===== src/rtl/carfield_addr_map_unit.sv =====
// Runtime-programmable address map: a rule table of base/size/enable feeding a 2-stage lookup pipeline.
// Optional overlap scanner and status register at 0x108 are built when CARFIELD_ADDR_MAP_OVERLAP_CHK_EN is defined.
module carfield_addr_map_unit #(
  parameter int NumRules   = 8,
  parameter int AddrWidth  = 64,
  parameter int DefaultIdx = 0,
  parameter int IdxWidth   = $clog2(NumRules + 1)
) (
  input  logic                 clk_i,
  input  logic                 rst_i,
  input  logic                 cfg_req_i,
  input  logic                 cfg_we_i,
  input  logic [8:0]           cfg_addr_i,
  input  logic [31:0]          cfg_wdata_i,
  output logic                 cfg_rvalid_o,
  output logic [31:0]          cfg_rdata_o,
  output logic                 cfg_err_o,
  input  logic                 lkup_valid_i,
  output logic                 lkup_ready_o,
  input  logic [AddrWidth-1:0] lkup_addr_i,
  output logic                 res_valid_o,
  input  logic                 res_ready_i,
  output logic [IdxWidth-1:0]  res_idx_o,
  output logic                 res_hit_o,
  output logic                 res_multi_o
);

  logic [AddrWidth-1:0] base_reg [NumRules];
  logic [AddrWidth-1:0] size_reg [NumRules];
  logic [AddrWidth:0]   end_arr  [NumRules];
  logic [NumRules-1:0]  en_reg;
  logic                 lock_reg;

  logic [3:0]  rule_sel;
  logic [1:0]  word_sel;
  logic        rule_map, en_map, lock_map, addr_mapped, wr_ok;
  logic [31:0] rd_val;

  // Registers are up to 64 bits wide; narrower widths drop the bits above AddrWidth.
  function automatic logic [AddrWidth-1:0] merge_word(input logic [AddrWidth-1:0] old,
                                                      input logic hi, input logic [31:0] d);
    logic [63:0] t;
    t = 64'(old);
    if (hi) t[63:32] = d;
    else    t[31:0]  = d;
    return t[AddrWidth-1:0];
  endfunction

  function automatic logic [31:0] pick_word(input logic [AddrWidth-1:0] v, input logic hi);
    logic [63:0] t;
    t = 64'(v);
    return hi ? t[63:32] : t[31:0];
  endfunction

  assign rule_sel = cfg_addr_i[7:4];
  assign word_sel = cfg_addr_i[3:2];
  assign rule_map = !cfg_addr_i[8] && (cfg_addr_i[1:0] == 2'b00) && (int'(rule_sel) < NumRules);
  assign en_map   = (cfg_addr_i == 9'h100);
  assign lock_map = (cfg_addr_i == 9'h104);

`ifdef CARFIELD_ADDR_MAP_OVERLAP_CHK_EN
  typedef enum logic [1:0] {IDLE, SCAN, DONE} scan_state_e;

  scan_state_e scan_state_reg;
  logic [3:0]  pi_reg, pj_reg, fi_reg, fj_reg;
  logic        found_reg;
  logic        stat_map, scan_start, pair_ov;
  logic [AddrWidth-1:0] bi, bj;
  logic [AddrWidth:0]   ei, ej;
  logic        eni, enj;
  logic [31:0] scan_status;

  assign stat_map    = (cfg_addr_i == 9'h108);
  assign addr_mapped = rule_map || en_map || lock_map || stat_map;
  assign scan_status = {16'b0, fj_reg, fi_reg, 6'b0, found_reg, scan_state_reg == SCAN};
`else
  assign addr_mapped = rule_map || en_map || lock_map;
`endif

  assign wr_ok = cfg_req_i && cfg_we_i && !lock_reg && addr_mapped;

  always_comb begin
    rd_val = '0;
    if (rule_map) begin
      for (int i = 0; i < NumRules; i++) begin
        if (rule_sel == 4'(i))
          rd_val = word_sel[1] ? pick_word(size_reg[i], word_sel[0])
                               : pick_word(base_reg[i], word_sel[0]);
      end
    end else if (en_map) begin
      rd_val = 32'(en_reg);
    end else if (lock_map) begin
      rd_val = {31'b0, lock_reg};
    end
`ifdef CARFIELD_ADDR_MAP_OVERLAP_CHK_EN
    else if (stat_map) begin
      rd_val = scan_status;
    end
`endif
  end

  always_ff @(posedge clk_i or posedge rst_i) begin
    if (rst_i) begin
      for (int i = 0; i < NumRules; i++) begin
        base_reg[i] <= '0;
        size_reg[i] <= '0;
      end
      en_reg   <= '0;
      lock_reg <= 1'b0;
    end else if (wr_ok) begin
      for (int i = 0; i < NumRules; i++) begin
        if (rule_map && rule_sel == 4'(i)) begin
          if (word_sel[1]) size_reg[i] <= merge_word(size_reg[i], word_sel[0], cfg_wdata_i);
          else             base_reg[i] <= merge_word(base_reg[i], word_sel[0], cfg_wdata_i);
        end
      end
      if (en_map) en_reg <= cfg_wdata_i[NumRules-1:0];
      if (lock_map && cfg_wdata_i[0]) lock_reg <= 1'b1;
    end
  end

  always_ff @(posedge clk_i or posedge rst_i) begin
    if (rst_i) begin
      cfg_rvalid_o <= 1'b0;
      cfg_rdata_o  <= '0;
      cfg_err_o    <= 1'b0;
    end else begin
      cfg_rvalid_o <= cfg_req_i && !cfg_we_i;
      if (cfg_req_i && !cfg_we_i) cfg_rdata_o <= rd_val;
      cfg_err_o    <= cfg_req_i && (!addr_mapped || (cfg_we_i && lock_reg));
    end
  end

  // End is one bit wider than the address so a region reaching 2^AddrWidth never wraps.
  logic [NumRules-1:0] match_vec;
  for (genvar gi = 0; gi < NumRules; gi++) begin : g_match
    assign end_arr[gi]   = {1'b0, base_reg[gi]} + {1'b0, size_reg[gi]};
    assign match_vec[gi] = en_reg[gi] && (size_reg[gi] != '0) &&
                           (lkup_addr_i >= base_reg[gi]) && ({1'b0, lkup_addr_i} < end_arr[gi]);
  end

  logic                s1_valid_reg;
  logic [NumRules-1:0] s1_match_reg;
  logic                s2_ready;
  logic [IdxWidth-1:0] enc_idx;
  logic                multi_next;

  assign s2_ready     = !res_valid_o || res_ready_i;
  assign lkup_ready_o = !s1_valid_reg || s2_ready;
  assign multi_next   = (s1_match_reg & (s1_match_reg - NumRules'(1))) != '0;

  always_comb begin
    enc_idx = IdxWidth'(DefaultIdx);
    for (int i = NumRules - 1; i >= 0; i--) begin
      if (s1_match_reg[i]) enc_idx = IdxWidth'(i);
    end
  end

  always_ff @(posedge clk_i or posedge rst_i) begin
    if (rst_i) begin
      s1_valid_reg <= 1'b0;
      s1_match_reg <= '0;
      res_valid_o  <= 1'b0;
      res_idx_o    <= '0;
      res_hit_o    <= 1'b0;
      res_multi_o  <= 1'b0;
    end else begin
      if (lkup_ready_o) begin
        s1_valid_reg <= lkup_valid_i;
        if (lkup_valid_i) s1_match_reg <= match_vec;
      end
      if (s2_ready) begin
        res_valid_o <= s1_valid_reg;
        if (s1_valid_reg) begin
          res_idx_o   <= enc_idx;
          res_hit_o   <= |s1_match_reg;
          res_multi_o <= multi_next;
        end
      end
    end
  end

`ifdef CARFIELD_ADDR_MAP_OVERLAP_CHK_EN
  assign scan_start = wr_ok && en_map;

  always_comb begin
    bi = '0; bj = '0; ei = '0; ej = '0; eni = 1'b0; enj = 1'b0;
    for (int i = 0; i < NumRules; i++) begin
      if (pi_reg == 4'(i)) begin
        bi = base_reg[i]; ei = end_arr[i]; eni = en_reg[i];
      end
      if (pj_reg == 4'(i)) begin
        bj = base_reg[i]; ej = end_arr[i]; enj = en_reg[i];
      end
    end
    pair_ov = eni && enj && ({1'b0, bi} < ej) && ({1'b0, bj} < ei);
  end

  // One (i<j) pair per cycle in row-major order; any enable write restarts from (0,1).
  always_ff @(posedge clk_i or posedge rst_i) begin
    if (rst_i) begin
      scan_state_reg <= IDLE;
      pi_reg         <= '0;
      pj_reg         <= '0;
      found_reg      <= 1'b0;
      fi_reg         <= '0;
      fj_reg         <= '0;
    end else if (scan_start) begin
      scan_state_reg <= (NumRules > 1) ? SCAN : DONE;
      pi_reg         <= 4'd0;
      pj_reg         <= 4'd1;
      found_reg      <= 1'b0;
      fi_reg         <= '0;
      fj_reg         <= '0;
    end else begin
      case (scan_state_reg)
        SCAN: begin
          if (pair_ov && !found_reg) begin
            found_reg <= 1'b1;
            fi_reg    <= pi_reg;
            fj_reg    <= pj_reg;
          end
          if (pj_reg == 4'(NumRules - 1)) begin
            if (pi_reg == 4'(NumRules - 2)) begin
              scan_state_reg <= DONE;
            end else begin
              pi_reg <= pi_reg + 4'd1;
              pj_reg <= pi_reg + 4'd2;
            end
          end else begin
            pj_reg <= pj_reg + 4'd1;
          end
        end
        DONE:    scan_state_reg <= IDLE;
        default: scan_state_reg <= IDLE;
      endcase
    end
  end
`endif

endmodule

===== config.mk =====
export PLATFORM = sky130hd
export DESIGN_NAME = carfield_addr_map_unit
export DESIGN_NICKNAME = d
export VERILOG_FILES = /design/src/rtl/carfield_addr_map_unit.sv
export SDC_FILE = /design/constraint.sdc
export NUM_CORES = 2
export LEC_CHECK = 0
export CAP_MARGIN = 20
export CORE_ASPECT_RATIO = 0.9
export CORE_MARGIN = 2
export CORE_UTILIZATION = 49
export CTS_CLUSTER_DIAMETER = 200
export CTS_CLUSTER_SIZE = 40
export DETAILED_ROUTE_END_ITERATION = 10
export PLACE_DENSITY = 0.76
export SLEW_MARGIN = 20
export SYNTH_ARGS = -nofsm -noshare
export SYNTH_HDL_FRONTEND = slang
export SYNTH_SLANG_ARGS = --single-unit
export TNS_END_PERCENT = 100

===== constraint.sdc =====
create_clock -name clk_i -period 51.8 [get_ports clk_i]
set_input_delay 5.18 -clock clk_i [delete_from_list [all_inputs] [get_ports clk_i]]
set_output_delay 5.18 -clock clk_i [all_outputs]
set_load 0.1 [all_outputs]

==> After elaboration in Yosys (flattened, before gate mapping) <==
Cells that the tools add are included.
{ "totals": {"output_inout_bits": 42, "regBits": 1083, "in_bits": 111, "elab_cells": 224} }
{ "op_classes": {"addsub": 9, "n_reduce_logical": 100, "eq_ne": 9, "n_bitwise": 3, "mux": 43, "n_lt_le_gt_ge": 17} }
{ "op_table": {"columns": ["operator", "count"], "rows": [
  ["two-way mux 32 bit", 33],
  ["adder 64 x 64 -> 65 bit", 8],
  ["< comparator 64 x 65 -> 1 bit", 8],
  ["greater-or-equal comparator 64 bit", 8],
  ["nonzero test 64 bit", 8],
  ["AND reduction 4 bit", 32],
  ["logical AND 1 bit", 41],
  ["two-way mux 4 bit", 7],
  ["equality test 9 bit, second input constant", 2],
  ["equality test 4 x 3 -> 1 bit, second input constant", 4],
  ["AND 8 bit", 1],
  ["equality test 4 x 2 -> 1 bit, second input constant", 2],
  ["two-way mux 8 bit", 1],
  ["AND reduction 2 bit", 4],
  ["nonzero test 8 bit", 1],
  ["OR reduction 8 bit", 1],
  ["subtractor 8 x 1 -> 8 bit, second input constant", 1],
  ["zero test 1 bit", 6],
  ["logical OR 1 bit", 5],
  ["equality test 4 x 1 -> 1 bit, second input constant", 1],
  ["zero test 4 bit", 1],
  ["< comparator 4 bit, second input constant", 1],
  ["two-way mux 3 bit", 1],
  ["zero test 2 bit", 1],
  ["other kinds (2)", 3]
]} }

==> Logic depth before layout (Yosys ltp) <==
{ "logic_depth": {"depth_word": 11, "depth_mapped": 24, "mapped_depth_nobuf": 24} }

==> Worst setup path after synthesis <==
Ideal clock, no wire load.
{ "synth_timing": {"path_kind": "input to output", "startpoint": "input res_ready_i", "endpoint": "output lkup_ready_o", "stages": 1, "path_slack_ps": 40582, "t_required_ps": 46620, "t_arrival_ps": 6038, "n_path_buf": 0, "cell_sequence": "nand3b_1"} }
{ "synth_between": {"elab_chain_len": 2} }
{ "synth_rtl": {"columns": ["element", "line_no", "rtl"], "rows": [
  ["from (decl)", "22", "input logic res_ready_i,"],
  ["logical OR 1 bit", "148", "assign s2_ready = !res_valid_o || res_ready_i;"],
  ["logical OR 1 bit", "149", "assign lkup_ready_o = !s1_valid_reg || s2_ready;"],
  ["to (decl)", "19", "output logic lkup_ready_o,"]
]} }
Every way passes these cells.

==> Worst setup path after layout <==
Ends and elaborated chain as after synthesis.

==> qor.txt <==
Top-area cell type share of the netlist area -> 26.5%
Antenna Nets Post-Route -> 0
Crit path kind -> in -> out
RSZ-0062 raised after global routing -> false
Syn_nets -> 12600
Fillers -> 18900
Crit share post-route -> 23.6%
Skew-Pair Late Insertion Delay -> 0.83 ns
GP Congestion -> 1.11
Finished Layout Cells -> 13600
H-tree depth -> 1
TritonCTS buffer count -> 31
Setup TNS Final -> 0 ns
Peak supply drop -> 0.0000329 V
Routed len/inst -> 35.0 microns
Achievable Freq -> 0.0819 GHz
Pre-Repair DR Iteration Count -> 9
Placed insts -> 13500
# DRC -> 0
Top cells by count, synth -> ha_1 (1528), dfrtp_1 (1082), a21oi_1 (865), mux2_2 (766), nand2_1 (764)
Crit path DAT -> 7.03 ns
Clk root buf -> clkbuf_16
Hold Crit Class -> reg -> reg
Post-CTS setup buffers -> 0
Status -> complete, no violations
Design area -> 107000 sq um
Pleak -> 53.3 nW
Slowest CP cell -> clkdlybuf4s50_1
Layout area overhead -> 4.97%
Setup Viol. Count Final -> 0
Die height -> 438 microns
Row count -> 159
Final Max Slew Viols -> 0
Clk sinks -> 1082
Asr flop ratio synth -> 100%
Top post-synthesis cells by area -> dfrtp_1 (26%), ha_1 (19%), mux2_2 (8.4%)
CP Capture Type -> output pin
Worst path max stage delay -> 1.18 ns
Worst rel slew slack -> 18.3%
Cells after Synth -> 10900
WP data required -> 46.62 ns
Core area -> 208000 sq um
CP startpoint kind -> input port
Seq/Total Area, Yosys -> 26.5%
CP Launch Point -> res_ready_i
Top FF cell, synth -> dfrtp_1
Vias in the first global route -> 90300
Dpl cell area -> 106000 sq um
Crit path max fanout -> 5
First-pass GRT wire length -> 663000 microns
Synth area leader -> dfrtp_1
Setup Skew -> 0.0478 ns
Hold_sp -> res_idx_o[2]
DIE AREA -> 212000 sq um
Max-Cap Viols -> 0
Avg Cell Area, Syn -> 9.35 sq um
Chip width -> 486 microns
Final WS setup -> 39.59 ns
All-Layer GR Usage -> 43.2%
Number of port buffers -> 151
TritonCTS clock tree -> built
Layout cells sized above 1 -> 13.5%
Hold Worst Slack -> 0.527 ns
Initial antenna violation count -> 63
Flop and latch count out of synthesis -> 1082
# hold bufs at CTS -> 0
# nets final -> 12400
Hold Fails Final Rpt -> 0
Ys Warns -> 0
Vias -> 97700
HPWL after DPL -> 349000 microns
Fin util -> 51.6%
Clock transition at path regs -> 0.17 ns
Initial Util -> 49.2%
Tot Pwr -> 1.78 mW
Io pins -> 153
Mapped cell area -> 102000 sq um
RR Startpoint -> size_reg[384]
DR iter-0 viols -> 15500
Cell Chain, Critical Path -> clkdlybuf4s50_1 > nand3b_1 > clkdlybuf4s50_1
Top-count cell post-synth -> ha_1
Final WL -> 475000 microns
Most frequent CP cell -> clkdlybuf4s50_1
Largest net degree at the start of global routing -> 100
Crit path time final -> 12.21 ns
EDFF count, synth -> 0
Library cells used by synthesis -> 110
CTS resizes -> 0
Total grt overflow -> 0
Pwr/cell area -> 16.6 nW/um^2
Maximum clock path buffer count -> 3
DP Worst Slack -> 39.57 ns
Post-DR vias/cell -> 7.20
Worst-Margin Slew -> 1.19 ns
## area by class of cell
class	instances	area, sq um	share of cell area (%)
well taps	2737	3420	3.19
clock inverters	4	75.1	0.0699
inverters	649	2440	2.28
repair buffers	328	2610	2.43
multi-input cells	8688	70900	66.0
diodes	49	123	0.114
clock buffers	32	790	0.735
flip-flops and latches	1082	27100	25.2
## final timing paths
check                                  end  slack, ns  cells past startpoint
min in group asynchronous    size_reg[473]       4.85                      2
min reg2reg                   res_idx_o[2]       0.53                      2
max                           lkup_ready_o      39.59                      3
max in group asynchronous     base_reg[17]      43.83                      5
min                           res_idx_o[2]       0.53                      2
max reg2reg                s1_match_reg[1]      45.03                     23
## cell families (layout without fill, tap and decap cells)
kind of cell	count (synthesis)	in the layout	synth area share, %
xor gates and xnor gates	473	473	4.05
DFF	1082	1082	26.5
other	1	50	0.00366
and+or+nand+nor	2477	2477	12.1
AOI/OAI and AO/OA	3171	3171	20.0
muxes	1029	1029	14.1
adders and majority gates	1537	1537	18.9
buffers and inverters	1176	1013	4.46
## metal layers
| metal | vias up | global-route usage [%] | wire (microns) |
|---|---|---|---|
| li1 | 40600 | - | - |
| met1 | 47800 | 55.7 | 175000 |
| met2 | 7629 | 57.4 | 181000 |
| met3 | 1625 | 20.7 | 81800 |
| met4 | 46 | 26.8 | 36900 |
| met5 | - | 0 | 298 |
## where the power goes
part           internal [mW]  switching (mW)
clock                  0.117           0.295
sequential             0.854          0.0167
combinational          0.165           0.334
total                   1.14           0.646
## layout by cell type, fill, tap and decap left out, types with 63 or more instances in the layout
master,n
a211oi_1,77
a21o_1,608
a21oi_1,865
a22oi_1,107
a31oi_1,91
and3_1,67
buf_2,79
buf_4,170
clkdlybuf4s50_1,63
dfrtp_1,1082
ha_1,1528
inv_1,648
mux2_2,766
mux4_2,256
nand2_1,764
nand2b_1,111
nand3_1,178
nand4_1,348
nor2_1,409
nor2b_1,129
nor3_1,104
nor4_1,172
o21a_1,86
o21ai_0,712
o21bai_1,107
xnor2_1,247
xor2_1,226
## critical path, delay by kind of cell
family | cells | cell delay, ns
buf+inv | 2 | 1.64
simple gates | 1 | 0.20
Power figures use the tool's default switching activity.
